**src/rtl/run_mon_pkg.sv**
```systemverilog
// Shared types and channel indices for the CPU run-control monitor.
// Imported by cpu_run_monitor and event_counter.
package run_mon_pkg;

   typedef enum logic [1:0] {
      RUN  = 2'd0,
      HALT = 2'd1,
      STEP = 2'd2
   } run_state_t;

   localparam int CH_DATA    = 0;
   localparam int CH_EV_BASE = 1;

endpackage

```
**src/rtl/event_counter.sv**
```systemverilog
// Single event counter: clear dominates, counts inc while en; wraps, or saturates under RUN_MON_SAT_EN.
// Latency: count visible the cycle after the event. No backpressure.
module event_counter #(
   parameter int W = 32
) (
   input  logic         clk,
   input  logic         rst,
   input  logic         en,
   input  logic         inc,
   input  logic         clr,
   output logic [W-1:0] cnt
);

   always_ff @(posedge clk or negedge rst) begin
      if (!rst) begin
         cnt <= '0;
      end else if (clr) begin
         cnt <= '0;
      end else if (en && inc) begin
`ifdef RUN_MON_SAT_EN
         if (cnt != {W{1'b1}}) begin
            cnt <= cnt + 1'b1;
         end
`else
         cnt <= cnt + 1'b1;
`endif
      end
   end

endmodule

```
**src/rtl/cpu_run_monitor.sv**
```systemverilog
// Run/halt/step control of the core clock-enable, per-event counters and a registered LED mux.
// Latency: state and led_data update one cycle after inputs. No backpressure. Counter mode set by RUN_MON_SAT_EN.
module cpu_run_monitor
   import run_mon_pkg::*;
#(
   parameter int DATA_W = 32,
   parameter int NUM_CH = 3,
   parameter int SEL_W  = 2
) (
   input  logic              clk,
   input  logic              rst,
   input  logic              go,
   input  logic              step,
   input  logic              halt_req,
   input  logic              clr,
   input  logic [NUM_CH-1:0] ev,
   input  logic [DATA_W-1:0] cpu_data,
   input  logic [SEL_W-1:0]  select,
   output logic              cpu_en,
   output logic              halted,
   output logic [DATA_W-1:0] led_data
);

   run_state_t        state_q;
   run_state_t        state_d;
   logic              go_q;
   logic              step_q;
   logic              go_rise;
   logic              step_rise;
   logic [DATA_W-1:0] cnt [NUM_CH];
   logic [DATA_W-1:0] led_d;

   // Edge registers clear to 0, so a level already high after reset reads as a rising edge.
   assign go_rise   = go & ~go_q;
   assign step_rise = step & ~step_q;

   always_ff @(posedge clk or negedge rst) begin
      if (!rst) begin
         state_q  <= RUN;
         go_q     <= 1'b0;
         step_q   <= 1'b0;
         led_data <= '0;
      end else begin
         state_q  <= state_d;
         go_q     <= go;
         step_q   <= step;
         led_data <= led_d;
      end
   end

   always_comb begin
      state_d = state_q;
      case (state_q)
         RUN: begin
            if (halt_req) begin
               state_d = HALT;
            end
         end
         HALT: begin
            if (go_rise) begin
               state_d = RUN;
            end else if (step_rise) begin
               state_d = STEP;
            end
         end
         STEP:    state_d = HALT;
         default: state_d = RUN;
      endcase
   end

   assign cpu_en = (state_q == RUN) || (state_q == STEP);
   assign halted = (state_q == HALT);

   for (genvar i = 0; i < NUM_CH; i++) begin : g_cnt
      event_counter #(
         .W(DATA_W)
      ) u_cnt (
         .clk (clk),
         .rst (rst),
         .en  (cpu_en),
         .inc (ev[i]),
         .clr (clr),
         .cnt (cnt[i])
      );
   end

   // Any select beyond the last counter falls through to zero.
   always_comb begin
      led_d = '0;
      if (select == SEL_W'(CH_DATA)) begin
         led_d = cpu_data;
      end
      for (int i = 0; i < NUM_CH; i++) begin
         if (select == SEL_W'(i + CH_EV_BASE)) begin
            led_d = cnt[i];
         end
      end
   end

endmodule
```
**config.mk**
```make
export PLATFORM = sky130hd
export DESIGN_NAME = cpu_run_monitor
export DESIGN_NICKNAME = d
export VERILOG_FILES = /design/src/rtl/run_mon_pkg.sv /design/src/rtl/event_counter.sv /design/src/rtl/cpu_run_monitor.sv
export SDC_FILE = /design/constraint.sdc
export NUM_CORES = 1
export LEC_CHECK = 0
export CAP_MARGIN = 40
export CORE_MARGIN = 10
export CORE_UTILIZATION = 55
export DETAILED_ROUTE_END_ITERATION = 12
export PLACE_DENSITY = 0.87
export SETUP_SLACK_MARGIN = 0.5
export SYNTH_ARGS = -nofsm -noshare
export SYNTH_HDL_FRONTEND = slang
export SYNTH_SLANG_ARGS = --single-unit
```
**constraint.sdc**
```tcl
create_clock -name clk -period 2.8 [get_ports clk]
set_input_delay 0.7 -clock clk [delete_from_list [all_inputs] [get_ports clk]]
set_output_delay 0.7 -clock clk [all_outputs]
set_load 0.05 [all_outputs]
```
# Word-level counts from Yosys, hierarchy flattened
# Cells that the tools add are included.
# op_classes
n_addsub,3
mul,0
div_mod_pow,0
n_lt_le_gt_ge,0
eq_ne,7
shift,0
muxes,14
bitwise_logic,4
reduce_logical,10
# ops
op,count
two-way mux 32 bit,10
"adder 32 x 1 -> 32 bit, second input constant",3
"== test 2 bit, second input constant",3
two-way mux 2 bit,3
one-hot mux 2 bit (3 select lines),1
nonzero test 2 bit,3
"== test 2 x 1 -> 1 bit, second input constant",2
zero test 2 bit,2
logical AND 1 bit,3
"inequality test 3 x 1 -> 1 bit, second input constant",1
bitwise AND 1 bit,2
"inequality test 2 bit, second input constant",1
NOT 1 bit,2
AND reduction 2 bit,1
logical OR 1 bit,1
# totals
reg_bits,132
latch_bits,0
mem_bits_rw,0
mem_bits_ro,0
inputBits,43
output_inout_bits,34
memories,0

# Depth between registers and ports, before layout
# depth
ltp_word,5
ltp_mapped,7
mapped_depth_nobuf,5

# By module
# A second synthesis with hierarchy kept.
# hier_totals
hier_cells,647
area_unflattened_um2,6960.4
# by_module_without_submodules
mod,n_inst,cells_each,area_each_um2
event_counter,3,188,1732.9
cpu_run_monitor,1,83,1761.7

# Least setup slack after synthesis
# No wires, ideal clock.
# synth_timing
kind,in2reg
startpoint,in ev[1]
endpoint,reg g_cnt[1].u_cnt.cnt[18]
setup_ns,0.078
arrival_ns,2.106
required_ns,2.722
path_slack_ns,0.616
stages,6
n_path_buf,2
cell_sequence,nand3b_1 -> or4_1 -> clkbuf_1 -> buf_2 -> or3_1 -> a21oi_1
# synth_between
elab_chain_cells,2
# synth_rtl
element,line_no,rtl
"start, declared",cpu_run_monitor.sv:16,"input logic [NUM_CH-1:0] ev,"
logical AND 1 bit,event_counter.sv:19,end else if (en && inc) begin
nonzero test 2 bit (no line),n/a,
"end signal, assigned",event_counter.sv:25,cnt <= cnt + 1'b1;
"end, declared",event_counter.sv:11,output logic [W-1:0] cnt
# Every way passes these cells.
# A chain may end at the register's enable or synchronous reset.

# Worst setup path after layout
# layout_timing
startpoint,in ev[2]
endpoint,reg g_cnt[2].u_cnt.cnt[20]
# layout_between
elab_chain_cells,2
# layout_rtl
element,line_no
logical AND 1 bit,event_counter.sv:19
nonzero test 2 bit (no line),n/a
"end signal, assigned",event_counter.sv:25
"end, declared",event_counter.sv:11
# Every way passes these cells.

==> flow_summary.toml <==
[worst_setup_path]
worstSetupStartpointType = "input pin"
reg2reg_setup_slack_ns = 0.59
rr_endpoint = "g_cnt[2].u_cnt.cnt[25]$_DFFE_PN0P_"
crit_path_start = "ev[2]"
critPathArrivalTime_ns = 2.58
worst-setup-path-type = "input pin to register"
crit_required_ns = 3.11
cp_max_fo = 19
worst_r2r_path_depth = 4
cp-end-kind = "register"
regToRegStartpoint = "g_cnt[2].u_cnt.cnt[11]$_DFFE_PN0P_"

[timing]
fmax_mhz = 442
setup_total_negative_slack_ns = 0
worst_slew_pin_slew_ns = 0.601
finalMaxSlewViolations = 0
finalSetupViolations = 0
finalClockSkew_ns = 0.00786
finalHoldViolations = 0
hold_ws_ns = 0.173
setup_repair_after_global_routing_missed_its_margin = "false"
post-route-min-period_ns = 2.26
timing.final.crit_share = 0.808
worst_slew_margin_rel = 0.598

[drt]
routed_wirelength_um = 18600
vias_per_cell = 6.35
drt.antenna.violating_nets = 0
drcViolationCount = 0
wire_per_inst_um = 20.8
vias = 5680
first_iter_violations = 739
first_pass_iters = 5

[placement]
gp_congestion = 0.907
port_buffers = 76
post-dp-hpwl_um = 13200

[logic_synthesis]
syn-num-nets = 674
synth.cell_area_um2 = 6830
post_synth_top_flop = "dfrtp_1"
yosysTopAreaCell = "dfrtp_1"
synth-edff-count = 0
seq_area_frac_synth = 0.484
synth_area_leaders = "dfrtp_1, mux4_2, or4_1"
synth_top_cells_by_count = "dfrtp_1, nor2_1, a21oi_1, or4_1, mux4_2"
ys_ff_latch = 132
synth_top_cell_area_share = 0.484
yosys_warnings = 0
synthesis.area_per_instance_um2 = 10.9
synth_cell_types = 42
syn-instance-count = 628
async_flop_share = 1.00
yosysMostFrequentCell = "dfrtp_1"

[global_route]
grt_max_degree = 66
antenna_found_initial = 0
global_route.usage.total = 0.212
grt_pass1_vias = 5802
grt_pass1_wl_um = 30000
grt-ovfl-total = 0

[clock_tree]
tritoncts = "done"
cts-htree-levels = 4
clk_path_buf_depth = 2
root_buffer = "clkbuf_16"
cts.clk_slew.worst_paths_ns = 0.06
cts_sinks = 132
insertion_delay_ns = 0.43
tritoncts.num_buffers = 17
hold_buf_cts = 0

[floorplanning]
placementRows = 40
die-width_um = 131
boundaryPins = 77
floorplan.die.height_um = 131
core_area_um2 = 12100
initial_standard_cell_utilization_of_the_core = 0.564
dieArea_um2 = 17300

[job]
max_cap_violations = 0

[power]
p_leak_uw = 0.00345
cellPowerDensity_nw_per_um2 = 557
peakVddDrop_mv = 0.428

[hold_path]
min-delay-path-class = "input pin to async pin"

[final_layout]
utilization = 0.701
num-nets-final = 759
area_growth_syn_to_layout_pct = 24.4
insertedDiodeCount = 0
final_layout_size_suffix_gt1_frac = 0.176

[run_status]
run_status = "complete, no violations"
==> layer usage <==
metal  track usage  up-vias  share of wire
li1              -     2525              -
met1         0.257     2846           0.39
met2         0.352      272           0.50
met3        0.0617       37          0.087
met4        0.0779        0          0.018
met5             0        -              0
==> through the flow <==
step / std cells / cell area, um2 / setup WS [ns] / total power, uW
6_report: 894 / 8490 / 0.537 / 4730
5_1_grt: 894 / 8490 / 0.466 / 4870
4_1_cts: 890 / 8440 / 0.448 / 4750
3_5_place_dp: 858 / 7840 / -0.0800 / 2520
3_3_place_gp: 858 / 7840 / -0.00646 / 2500
2_1_floorplan: 628 / 6830 / 0.616 / 2300
==> kinds of logic (layout without fill, tap and decap cells) <==
logic type,after synthesis,after routing,share of synthesized area
DFF,132,132,0.484
AOI/OAI and AO/OA,95,95,0.0812
xor gates and xnor gates,34,34,0.0436
buffers and inverters,56,154,0.0348
muxes,47,47,0.130
adders and majority gates,3,3,0.00550
and+or+nand+nor,261,261,0.222
==> cells in the final DEF, fill, tap and decap left out, drive strengths merged, types with 5 or more instances in the layout <==
master         count
o31ai             31
or2                5
nor3               5
or3               18
or4               39
nor2b             11
mux2              12
o21ai             16
buf               32
and4               6
nand3             31
dlymetal6s2s       6
xor2              14
mux4              32
nand2             30
nor2              54
nor4              17
nand4             20
and2               5
clkdlybuf4s50     63
dfrtp            132
xnor2             20
inv               16
a21oi             47
and3               8
clkbuf            25
==> power breakdown <==
part	total [uW]	internal [uW]	switching (uW)
Clock	2250	1440	815
Combinational	486	203	283
Sequential	1990	1950	35.8
Total	4730	3590	1130
==> how the worst max path moves through the flow <==
| stage | to | slack (ns) | cells past startpoint |
|---|---|---|---|
| floorplan | g_cnt[1].u_cnt.cnt[18]$_DFFE_PN0P_ | 0.62 | 6 |
| global placement | g_cnt[0].u_cnt.cnt[31]$_DFFE_PN0P_ | -0.006 | 5 |
| detailed placement | g_cnt[0].u_cnt.cnt[31]$_DFFE_PN0P_ | -0.08 | 5 |
| CTS | halted | 0.45 | 3 |
| global route | g_cnt[2].u_cnt.cnt[23]$_DFFE_PN0P_ | 0.47 | 4 |
| finish | g_cnt[2].u_cnt.cnt[20]$_DFFE_PN0P_ | 0.54 | 6 |
==> area by class of cell <==
type | instances | area (um2)
repair buffers | 106 | 1010
flip-flops and latches | 132 | 3300
multi-input cells | 440 | 3310
well taps | 168 | 210
inverters | 16 | 60.1
clock buffers | 23 | 468
clock inverters | 9 | 128
fillers | 827 | 3620
==> repair_timing <==
item | in CTS | in global routing
buffers inserted | 0 | 4
pin swaps | 1 | 1
resized for setup | 6 | 11
setup endpoints to repair | 15 | 21
==> sequential cells by signal, summed over array words and instances (netlist names) <==
signal,count
step_q,1
led_data,32
state_q,2
go_q,1
g_cnt.u_cnt.cnt,96
==> critical path, stage by stage <==
cell	delay (ns)
clkdlybuf4s50_1	0.53
and3_1	0.23
nand4_1	0.16
buf_4	0.26
nor4_1	0.32
mux2_2	0.37
(Power assumes the default switching activity.)
